--- src/rtl/dec_ex_pipe_reg.sv ---
`default_nettype none
// ============================================================================
// Module      : dec_ex_pipe_reg
// Description : Dual-slot decode->execute pipeline register. This is the only
//               source of the bundle that the execute stage consumes.
//               - Holds the issued pair while execute (or the global pipeline)
//                 stalls.
//               - A 1-entry skid buffer catches a pair that decode launched in
//                 the same cycle the stall appeared.
//               - Flush replaces the held pair, the skid entry and any incoming
//                 pair with NOOP bubbles.
//               - Saturating counters record stall cycles and issued-bubble
//                 cycles.
// Ports       : clk, rst                      clock / sync active-high reset
//               controlInDecode*/dataInDecode* slot 1/2 pair from decode
//               controlInDecodeValid           decode presents a pair
//               controlOutDecodeReady          registered; 1 = skid empty
//               controlInExecuteStall, stall   hold sources
//               flush                          discard every pending pair
//               controlOutDecEx*/dataOutDecEx* slot 1/2 pair to execute
//               controlOutStallCnt             saturating hold-cycle count
//               controlOutBubbleCnt            saturating bubble-issue count
// Revision    : 1.0  initial release
// ============================================================================
module dec_ex_pipe_reg #(
    parameter logic [4:0] NOOP_OP = 5'b00011,
    parameter logic [3:0] COND_AL = 4'hE,
    parameter int         CNT_W   = 16
) (
    input  logic             clk,
    input  logic             rst,
    // slot 1 from decode
    input  logic [4:0]       controlInDecodeOp1,
    input  logic [39:0]      dataInDecodeRm1,
    input  logic [39:0]      dataInDecodeRn1,
    input  logic [39:0]      dataInDecodeRo1,
    input  logic [3:0]       controlInDecodeCond1,
    // slot 2 from decode
    input  logic [4:0]       controlInDecodeOp2,
    input  logic [39:0]      dataInDecodeRm2,
    input  logic [39:0]      dataInDecodeRn2,
    input  logic [39:0]      dataInDecodeRo2,
    input  logic [3:0]       controlInDecodeCond2,
    // handshake / pipeline control
    input  logic             controlInDecodeValid,
    output logic             controlOutDecodeReady,
    input  logic             controlInExecuteStall,
    input  logic             stall,
    input  logic             flush,
    // slot 1 to execute
    output logic [4:0]       controlOutDecExOp1,
    output logic [39:0]      dataOutDecExRm1,
    output logic [39:0]      dataOutDecExRn1,
    output logic [39:0]      dataOutDecExRo1,
    output logic [3:0]       controlOutDecExCond1,
    // slot 2 to execute
    output logic [4:0]       controlOutDecExOp2,
    output logic [39:0]      dataOutDecExRm2,
    output logic [39:0]      dataOutDecExRn2,
    output logic [39:0]      dataOutDecExRo2,
    output logic [3:0]       controlOutDecExCond2,
    // performance counters
    output logic [CNT_W-1:0] controlOutStallCnt,
    output logic [CNT_W-1:0] controlOutBubbleCnt
);

    // ------------------------------------------------------------------------
    // Pair representation: both slots always travel together as one word so
    // that slots can never split or reorder.
    // ------------------------------------------------------------------------
    typedef struct packed {
        logic [4:0]  op;
        logic [39:0] rm;
        logic [39:0] rn;
        logic [39:0] ro;
        logic [3:0]  cond;
    } slot_t;

    typedef struct packed {
        slot_t s1;
        slot_t s2;
    } pair_t;

    localparam slot_t            c_NOOP_SLOT = {NOOP_OP, 40'd0, 40'd0, 40'd0, COND_AL};
    localparam pair_t            c_NOOP_PAIR = {c_NOOP_SLOT, c_NOOP_SLOT};
    localparam logic [CNT_W-1:0] c_CNT_ONE   = {{(CNT_W-1){1'b0}}, 1'b1};
    localparam logic [CNT_W-1:0] c_CNT_MAX   = {CNT_W{1'b1}};

    // ------------------------------------------------------------------------
    // State
    // ------------------------------------------------------------------------
    pair_t            r_main;
    pair_t            r_skid;
    logic             r_skidFull;
    logic             r_ready;
    logic [CNT_W-1:0] r_stallCnt;
    logic [CNT_W-1:0] r_bubbleCnt;

    // ------------------------------------------------------------------------
    // Combinational next-state
    // ------------------------------------------------------------------------
    pair_t w_decPair;
    pair_t w_mainNext;
    pair_t w_skidNext;
    logic  w_skidFullNext;
    logic  w_hold;
    logic  w_accept;
    logic  w_nextIsBubble;
    logic  w_stallInc;
    logic  w_bubbleInc;

    assign w_decPair.s1 = {controlInDecodeOp1, dataInDecodeRm1, dataInDecodeRn1,
                           dataInDecodeRo1, controlInDecodeCond1};
    assign w_decPair.s2 = {controlInDecodeOp2, dataInDecodeRm2, dataInDecodeRn2,
                           dataInDecodeRo2, controlInDecodeCond2};

    assign w_hold   = controlInExecuteStall | stall;
    // Ready is only high while the skid is empty, so an accepted pair always
    // has somewhere to go even if a hold starts in the same cycle.
    assign w_accept = controlInDecodeValid & r_ready;

    always_comb begin
        w_mainNext     = r_main;
        w_skidNext     = r_skid;
        w_skidFullNext = r_skidFull;
        if (flush) begin
            // Flush beats hold: execute is expected to abandon its op.
            w_mainNext     = c_NOOP_PAIR;
            w_skidFullNext = 1'b0;
        end else if (w_hold) begin
            // Main is frozen; a pair launched at stall onset parks in the skid.
            if (w_accept) begin
                w_skidNext     = w_decPair;
                w_skidFullNext = 1'b1;
            end
        end else if (r_skidFull) begin
            // The parked pair is older than anything decode offers now.
            w_mainNext     = r_skid;
            w_skidFullNext = 1'b0;
        end else if (w_accept) begin
            w_mainNext = w_decPair;
        end else begin
            w_mainNext = c_NOOP_PAIR;
        end
    end

    assign w_nextIsBubble = (w_mainNext.s1.op == NOOP_OP) && (w_mainNext.s2.op == NOOP_OP);
    assign w_stallInc     = w_hold & ~flush;
    assign w_bubbleInc    = ~w_hold & w_nextIsBubble;

    // ------------------------------------------------------------------------
    // Registers
    // ------------------------------------------------------------------------
    always_ff @(posedge clk) begin
        if (rst) begin
            r_main      <= c_NOOP_PAIR;
            r_skid      <= c_NOOP_PAIR;
            r_skidFull  <= 1'b0;
            r_ready     <= 1'b1;
            r_stallCnt  <= '0;
            r_bubbleCnt <= '0;
        end else begin
            r_main     <= w_mainNext;
            r_skid     <= w_skidNext;
            r_skidFull <= w_skidFullNext;
            r_ready    <= ~w_skidFullNext;
            if (w_stallInc && (r_stallCnt != c_CNT_MAX)) begin
                r_stallCnt <= r_stallCnt + c_CNT_ONE;
            end
            if (w_bubbleInc && (r_bubbleCnt != c_CNT_MAX)) begin
                r_bubbleCnt <= r_bubbleCnt + c_CNT_ONE;
            end
        end
    end

    // ------------------------------------------------------------------------
    // Outputs
    // ------------------------------------------------------------------------
    assign controlOutDecodeReady = r_ready;

    assign controlOutDecExOp1   = r_main.s1.op;
    assign dataOutDecExRm1      = r_main.s1.rm;
    assign dataOutDecExRn1      = r_main.s1.rn;
    assign dataOutDecExRo1      = r_main.s1.ro;
    assign controlOutDecExCond1 = r_main.s1.cond;

    assign controlOutDecExOp2   = r_main.s2.op;
    assign dataOutDecExRm2      = r_main.s2.rm;
    assign dataOutDecExRn2      = r_main.s2.rn;
    assign dataOutDecExRo2      = r_main.s2.ro;
    assign controlOutDecExCond2 = r_main.s2.cond;

    assign controlOutStallCnt  = r_stallCnt;
    assign controlOutBubbleCnt = r_bubbleCnt;

endmodule
`default_nettype wire

--- config.mk ---
export PLATFORM = sky130hd
export DESIGN_NAME = dec_ex_pipe_reg
export DESIGN_NICKNAME = d
export VERILOG_FILES = /design/src/rtl/dec_ex_pipe_reg.sv
export SDC_FILE = /design/constraint.sdc
export NUM_CORES = 1
export LEC_CHECK = 0
export CAP_MARGIN = 20
export CORE_MARGIN = 3
export CORE_UTILIZATION = 44
export DETAILED_ROUTE_END_ITERATION = 12
export GPL_ROUTABILITY_DRIVEN = 1
export PLACE_DENSITY = 0.73
export SLEW_MARGIN = 10
export SYNTH_ARGS = -nofsm -noshare
export SYNTH_HDL_FRONTEND = slang
export SYNTH_SLANG_ARGS = --single-unit
--- constraint.sdc ---
create_clock -name clk -period 1.7 [get_ports clk]
set_input_delay 0.17 -clock clk [delete_from_list [all_inputs] [get_ports clk]]
set_output_delay 0.17 -clock clk [all_outputs]
set_load 0.03 [all_outputs]
; After elaboration in Yosys (flattened, before gate mapping)
; Cells that the tools add are included.
[totals]
register_bits = 550
in_bits = 264
output_inout_bits = 291
word_cells = 49
[op_classes]
add_sub_neg = 2
n_eq_ne = 4
muxes = 7
bitwise = 7
n_reduce_logical = 5
[ops]
columns = cell, n
row1 = 258-bit 2-to-1 mux, 4
row2 = 16-bit by 1-bit adder with 16-bit output (second input constant), 2
row3 = 16-bit != test (second input constant), 2
row4 = 5-bit by 2-bit equality test with 1-bit output (second input constant), 2
row5 = 1-bit AND, 3
row6 = 1-bit logical AND, 3
row7 = 1-bit 2-to-1 mux, 3
row8 = 1-bit inverter, 3
row9 = 3-bit AND reduction, 1
row10 = 2-bit OR reduction, 1
row11 = 1-bit bitwise OR, 1

; Logic depth before layout (Yosys ltp)
; Gate-level depths: netlist of run 1.
[depth]
ltp_word = 9
mapped_depth = 9

; Least setup slack after synthesis of run 1
; OpenSTA, ideal clock, no wires.
[synth_path]
path_kind = register to register
startpoint = register r_ready (netlist: controlOutDecodeReady)
endpoint = register r_bubbleCnt[2] (netlist: controlOutBubbleCnt[2])
setup_ps = 121
arrival_time_ps = 1962
t_required_ps = 1579
setup_slack_ps = -383
path_stages_with_launch = 9
synth_period_minus_slack_ps = 2083
path_cell_list = dfxtp_1 > a21oi_1 > nand2b_1 > buf_2 > o311a_2 > nand2_2 > buf_2 > nor3_1 > mux2_2
[synth_via]
elab_chain_len = 9
word_cells_on_any_way = 10
[synth_rtl]
columns = item, line
row1 = "start, declared", 95  ; logic r_ready;
row2 = "start signal, assigned", 166  ; r_ready <= ~w_skidFullNext;
row3 = 1-bit AND (*), 120  ; assign w_accept = controlInDecodeValid & r_ready;
row4 = 258-bit 2-to-1 mux (*), 140  ; end else if (w_accept) begin
row5 = 258-bit 2-to-1 mux (*), 136  ; end else if (r_skidFull) begin
row6 = 258-bit 2-to-1 mux (*), 130  ; end else if (w_hold) begin
row7 = 258-bit 2-to-1 mux (*), 126  ; if (flush) begin
row8 = 5-bit by 2-bit equality test with 1-bit output, 147  ; assign w_nextIsBubble = (w_mainNext.s1.op == NOOP_OP) && (w_mainNext.s2.op == NOOP_OP);
row9 = 1-bit logical AND (*), 147
row10 = 1-bit AND (*), 149  ; assign w_bubbleInc = ~w_hold & w_nextIsBubble;
row11 = 1-bit logical AND (*), 170  ; if (w_bubbleInc && (r_bubbleCnt != c_CNT_MAX)) begin
row12 = "end signal, assigned", 171  ; r_bubbleCnt <= r_bubbleCnt + c_CNT_ONE;
row13 = "end, declared", 97  ; logic [CNT_W-1:0] r_bubbleCnt;
; Every way passes the cells marked *; elsewhere a longest branch is shown, timed or not.
; A chain may end at the register's enable or synchronous reset.

; Worst setup path in the final report of run 1
[layout_path]
startpoint = register r_skidFull
endpoint = register r_bubbleCnt[3] (netlist: controlOutBubbleCnt[3])
[layout_via]
elab_chain_len = 7
word_cells_on_any_way = 8
[layout_rtl]
columns = item, line
row1 = "start, declared", 94  ; logic r_skidFull;
row2 = "start signal, assigned", 165  ; r_skidFull <= w_skidFullNext;
row3 = 258-bit 2-to-1 mux (*), 136
row4 = 258-bit 2-to-1 mux (*), 130
row5 = 258-bit 2-to-1 mux (*), 126
row6 = 5-bit by 2-bit equality test with 1-bit output, 147
row7 = 1-bit logical AND (*), 147
row8 = 1-bit AND (*), 149
row9 = 1-bit logical AND (*), 170
; Marks and branches as above.

==> run metrics, run 1 <==
status=finished with violations; failing checks=setup timing; Slew Viols, Final=0; TritonCTS clock tree=built; final WL=85.1 mm; Synth async-reset ratio=0; Initial Util=0.450; gp weighted congestion=0.876; Setup crit start kind=flip-flop; vias in the first global route=22263; R2R cell count=9; clk_skew=0.0248 ns; layout cells sized above 1=0.250; kind of critical path=flip-flop to flip-flop; r2r setup slk=-0.37 ns; Slew Limit Headroom=0.317; Slew @ Worst Pin=1.03 ns; register area share after synthesis=0.506; Die X=228 um; post-route clock period utilization=1.22; Synth area leaders=dfxtp_1, a21oi_1, mux2i_1, nand2_1, nor2_1; Hold Path End=r_skid[202]; ANT nets after route=0; synthesis-stage register bit count=550; Post-Syn Nets=2969; non-filler instance count after layout=4060; drt initial violations=1554; CTS root buffer=clkbuf_16; CTS clk-pin slew, worst paths=0.06 ns; post-synth top area cell=dfxtp_1; Die ar.=52200 um^2; CTS sink cnt=550; final hold slack=0.138 ns; largest net degree at the start of global routing=120; Final Hold Vio Count=0; first-pass GRT wire length=126 mm; Placed Instances=3868; Syn Area/Cell=8.06 um^2; Die H=228 um; initial antenna violation count=22; peak supply drop=716 uV; power density cells=882 nW/um^2; worst-skew pair later-pin latency=0.60 ns; Max Clk Rate=483 MHz; DR DRC count=0; net count reported at finish=3606; row cnt=80; Avg Vias per Cell=5.50; reg2reg start=r_skidFull; Commonest cells post-synth=dfxtp_1, nand2_1, a21oi_1, nor2_1, mux2i_1; static leakage=13.5 nW; placed cell areas=29200 um^2; post-synth top area share=0.506; area grow syn2layout=59.9%; RSZ-0062 raised after global routing=true; core area=48300 um^2; WP data arrival=2.58 ns; Overflow after GRT=0; R2R Path End=controlOutBubbleCnt[3]; Final Critical Period=2.07 ns; yosys warns=0; final setup violating endpoints=250; Netlist Area Pre-Place=21800 um^2; CTS buffer count=56; Synth Instances=2703; post-route cell area=34800 um^2; max-cap violations=0; # IOs=555; WHS Path Cells=3; Wirelength per Cell=21.0 um; Crit. End Element=flip-flop; Distinct cells, synth=43; PortBufs=554; Synth Flop Type=dfxtp_1; hpwl dp=50.5 mm; 1st-pass router iterations=6; Critical Path RT=2.21 ns; worst min-delay path class=input port to flip-flop; via count=22345; worst-path fanout max=6; Post-synth EDFFs=0; PnR worst setup slack=-0.370 ns; htree depth=2; hold wc startpoint=dataInDecodeRn1[29]; dominant cell by count in the synthesized netlist=dfxtp_1; Clock Tree Buf Depth=3; Global Route Usage Sum=0.299
==> repair_timing <==
item                       CTS  global route
pin swaps                  220           288
hold endpoints to repair    14             0
gates cloned                29             7
setup buffers               35            17
hold buffers                 1             0
setup endpoints to repair  534           282
resized for setup          673           403
==> layout make-up <==
type / count / area (um^2)
Multi-Input combinational cell: 1940 / 12500
Sequential cell: 550 / 11100
Fill cell: 3450 / 13500
Tap cell: 656 / 821
Clock inverter: 28 / 299
Clock buffer: 76 / 1630
Timing Repair Buffer: 788 / 8410
Antenna cell: 18 / 45.0
Inverter: 4 / 15.0
==> layer usage <==
| layer | global-route usage | wire, um |
|---|---|---|
| met3 | 0.0775 | 6810 |
| met1 | 0.340 | 31100 |
| met4 | 0.165 | 4970 |
| met5 | 0 | 82 |
| met2 | 0.513 | 42100 |
==> sequential cells by signal (all words and copies together), names as in the netlist, 16 cells and up <==
register / flops
dataOutDecExRm2: 40
dataOutDecExRn1: 40
controlOutStallCnt: 16
controlOutBubbleCnt: 16
dataOutDecExRn2: 40
dataOutDecExRo2: 40
r_skid: 258
dataOutDecExRo1: 40
dataOutDecExRm1: 40
==> cells in the final DEF, fill, tap and decap left out, types with 18 or more instances in the layout <==
| master | netlist | layout |
|---|---|---|
| nor2_1 | 489 | 276 |
| clkbuf_16 | 0 | 65 |
| dfxtp_1 | 550 | 524 |
| a21oi_1 | 490 | 274 |
| a221oi_1 | 20 | 20 |
| nor2_2 | 2 | 19 |
| a21oi_2 | 0 | 215 |
| clkdlybuf4s50_1 | 0 | 262 |
| nand2_1 | 547 | 547 |
| buf_16 | 0 | 29 |
| diode_2 | 0 | 18 |
| dlygate4sd2_1 | 0 | 289 |
| nor3_1 | 24 | 21 |
| dfxtp_2 | 0 | 20 |
| mux2i_1 | 227 | 220 |
| nor2_4 | 0 | 197 |
| buf_12 | 0 | 53 |
| buf_4 | 0 | 123 |
==> worst max-delay path by stage <==
stage                     cells after the start  slack [ns]                 endpoint                  start
after global placement                        8       -0.68   controlOutBubbleCnt[3]  controlInDecodeOp1[1]
after detailed placement                      8       -0.77  controlOutBubbleCnt[13]  controlInDecodeOp2[1]
final                                         9       -0.37   controlOutBubbleCnt[3]             r_skidFull
after CTS                                     9       -0.33  controlOutBubbleCnt[11]             r_skidFull
after global routing                          7       -0.44  controlOutBubbleCnt[14]            r_skid[257]
after floorplan                               8       -0.11   controlOutBubbleCnt[2]  controlOutDecodeReady
==> per-stage QoR <==
step | setup WS [ns] | TNS (ns) | power [mW] | util
global placement | -0.678 | -156.74 | 17.1 | 0.604
global route | -0.438 | -54.29 | 31.7 | 0.720
detailed placement | -0.775 | -178.39 | 17.2 | 0.604
floorplan | -0.109 | -1.19 | 15.4 | -
finish | -0.370 | -37.88 | 30.7 | 0.720
CTS | -0.327 | -35.75 | 30.4 | 0.689
==> worst max-delay path: stages (launching register included) <==
cell and delay, ns:
dfxtp_4 0.38, buf_8 0.13, a21oi_4 0.16, nor2_2 0.07, a221oi_2 0.29, buf_4 0.21, nor2_4 0.07, buf_6 0.12
or4_4 0.41, a21oi_2 0.14
==> power by group <==
| group | total [mW] | internal [mW] | switching [mW] | leakage (nW) |
|---|---|---|---|---|
| logic | 4.43 | 1.97 | 2.46 | 8.04 |
| registers | 13.5 | 13.3 | 0.230 | 4.48 |
| clock network | 12.8 | 7.50 | 5.31 | 0.952 |
==> logic make-up after synthesis <==
group,after synthesis,synth area share
fa+ha+maj,2,0.00115
xor+xnor,12,0.00483
flops,550,0.506
buf+inv,214,0.0383
compound gates,550,0.132
simple gates,1135,0.206
mux,240,0.111
Note: power is estimated with default switching activity, not from simulation.
==> run 2, diff against run 1 <==
--- a/config.mk
+++ b/config.mk
@@ -6,10 +6,11 @@
 export NUM_CORES = 1
 export LEC_CHECK = 0
 export CAP_MARGIN = 20
+export CELL_PAD_IN_SITES_DETAIL_PLACEMENT = 0
+export CELL_PAD_IN_SITES_GLOBAL_PLACEMENT = 1
 export CORE_MARGIN = 3
-export CORE_UTILIZATION = 44
+export CORE_UTILIZATION = 32
 export DETAILED_ROUTE_END_ITERATION = 12
-export GPL_ROUTABILITY_DRIVEN = 1
 export PLACE_DENSITY = 0.73
 export SLEW_MARGIN = 10
 export SYNTH_ARGS = -nofsm -noshare
==> run metrics, run 2 (same netlist as run 1, synthesis figures left out) <==
first-pass GRT wire length=119 mm (-5.2%); PnR worst setup slack=-0.324 ns (+0.0462 ns); # IOs=555 (unchanged); row cnt=95 (+19%); static leakage=12.7 nW (-5.8%); peak supply drop=837 uV (+17%); Largest register FFs=258 (unchanged); area grow syn2layout=47.1%; drt initial violations=1125 (-28%); vias in the first global route=20490 (-8.0%); final core occ=0.476 (-0.244); Overflow after GRT=0 (unchanged); Wirelength per Cell=19.2 um (-8.6%); net count reported at finish=3570 (-1.0%); worst-path fanout max=8 (+2); post-route clock period utilization=1.19 (-0.0272); largest net degree at the start of global routing=116 (-3.3%); Net Switching=7.64 mW (-4.4%); max-cap violations=0 (unchanged); gp weighted congestion=0.830 (-5.2%); 1st-pass router iterations=5 (-1); worst-skew pair later-pin latency=0.62 ns (+0.02 ns); Crit. End Element=flip-flop; DR DRC count=0 (unchanged); Die ar.=71200 um^2 (+36%); Final Critical Period=2.02 ns (-0.0462 ns); Setup crit start kind=flip-flop; status=finished with violations; Die X=267 um (+17%); Biggest register=r_skid; Flop pwr share=0.441 (+0.002); final setup violating endpoints=55 (-78%); CTS clk-pin slew, worst paths=0.06 ns (about the same); power density cells=954 nW/um^2 (+8.1%); RSZ-0062 raised after global routing=true; clk_skew=0.0203 ns (-0.00452 ns); TritonCTS clock tree=built; Die H=267 um (+17%); commonest non-fill, non-tap cell in the layout=nand2_1; Placed Instances=4089 (+5.7%); Int Power=22.9 mW (+0.78%); Final Hold Vio Count=0 (unchanged); worst min-delay path class=input port to flip-flop; via count=21100 (-5.6%); CTS root buffer=clkbuf_16; PortBufs=554 (unchanged); hpwl dp=53.5 mm (+6.1%); CTS buffer count=61 (+8.9%); Global Route Usage Sum=0.211 (-0.0877); Avg Vias per Cell=4.98 (-9.5%); Critical Path RT=2.24 ns (+0.03 ns); WP data arrival=2.56 ns (-0.02 ns); core area=67300 um^2 (+39%); Slew Viols, Final=0 (unchanged); FILL cells=6526 (+89%); Max Clk Rate=494 MHz (+2.3%); clock power share=0.441 (+0.024); final WL=81.2 mm (-4.6%); Clock Tree Buf Depth=3 (unchanged); Slew Limit Headroom=0.495 (+0.178); sw frac=0.250 (-0.0101); commonest non-fill, non-tap cells in the layout=nand2_1, dfxtp_1, nor2_1; htree depth=2 (unchanged); CTS sink cnt=550 (unchanged); kind of critical path=flip-flop to flip-flop; non-filler instance count after layout=4236 (+4.3%); Slew @ Worst Pin=0.757 ns (-0.268 ns); initial antenna violation count=24 (+9.1%); layout cells sized above 1=0.116 (-0.134); Logic pwr share=0.118 (-0.026); failing checks=setup timing; final hold slack=0.121 ns (-0.0169 ns); ANT nets after route=0 (unchanged); Initial Util=0.324 (-0.127)
[run 2: changes by cell type in the layout (fill, tap and decap cells not counted), moves of 9 or more]
cell and delta:
a21oi_1 +206, a21oi_2 -205, buf_12 -23, buf_16 -15, clkbuf_8 +10, clkdlybuf4s15_1 +18, dlygate4sd2_1 -23, nor2_1 +209
nor2_2 -16, nor2_4 -192, o22ai_1 +10, o22ai_2 -9
[run 2: area by class of cell]
class                   count  area (um^2)  share of cell area
diodes                     10         25.0            0.000781
clock buffers              97         1920              0.0598
clock inverters            15          155             0.00485
inverters                   4         15.0            0.000469
multi-input cells        1943        10300               0.321
flip-flops and latches    550        11100               0.345
well taps                 873         1090              0.0341
repair buffers            744         7490               0.234
[run 2: path summary, 6_finish.rpt]
path	cells past startpoint	slack, ns	startpoint	to
max reg2reg	7	-0.32	r_skidFull	controlOutBubbleCnt[4]
min	3	0.12	dataInDecodeRm2[39]	r_skid[123]
max	7	-0.32	r_skidFull	controlOutBubbleCnt[4]
min reg2reg	2	0.45	dataOutDecExRm1[9]	dataOutDecExRm1[9]
[run 2: routing by layer]
layer  up-vias  GRT usage  routed length (um)
li1      10259          -                   -
met1     10043      0.251               33200
met2       614      0.360               39100
met3       156     0.0650                6210
met4        28     0.0788                2550
met5         -          0                 179
[run 2: what timing repair did]
item / in CTS / in global routing
hold buffers: 1 / 0
setup buffers: 5 / 6
resized for setup: 355 / 49
setup endpoints to repair: 533 / 232
endpoints found under the hold margin: 10 / 0
gates cloned: 5 / 10
pin swaps: 5 / 25
[run 2: critical path: stages, from the launching register on]
cell,delay [ns]
dfxtp_4,0.43
mux2_4,0.32
a221oi_2,0.22
buf_4,0.16
buf_4,0.11
nor2_4,0.06
or4_4,0.51
a21oi_2,0.13
[run 2: power by group through the flow]
stage / Combinational [mW] / Clock, mW / Sequential [mW]
after floorplan: 1.54 / 0 / 13.9
after global placement: 3.42 / 0 / 13.7
after detailed placement: 3.47 / 0 / 13.7
after CTS: 3.52 / 13.8 / 13.5
after global routing: 3.91 / 14.3 / 13.5
final: 3.62 / 13.5 / 13.5
[run 2: metrics by stage]
stage	setup slack (ns)	instance area, um^2	setup TNS, ns	power (mW)
6_report	-0.324	32000	-5.01	30.6
5_1_grt	-0.455	32000	-21.62	31.7
4_1_cts	-0.290	31500	-3.38	30.8
3_5_place_dp	-0.739	29500	-204.19	17.2
3_3_place_gp	-0.665	29500	-191.53	17.1
2_1_floorplan	-0.109	21900	-1.19	15.4
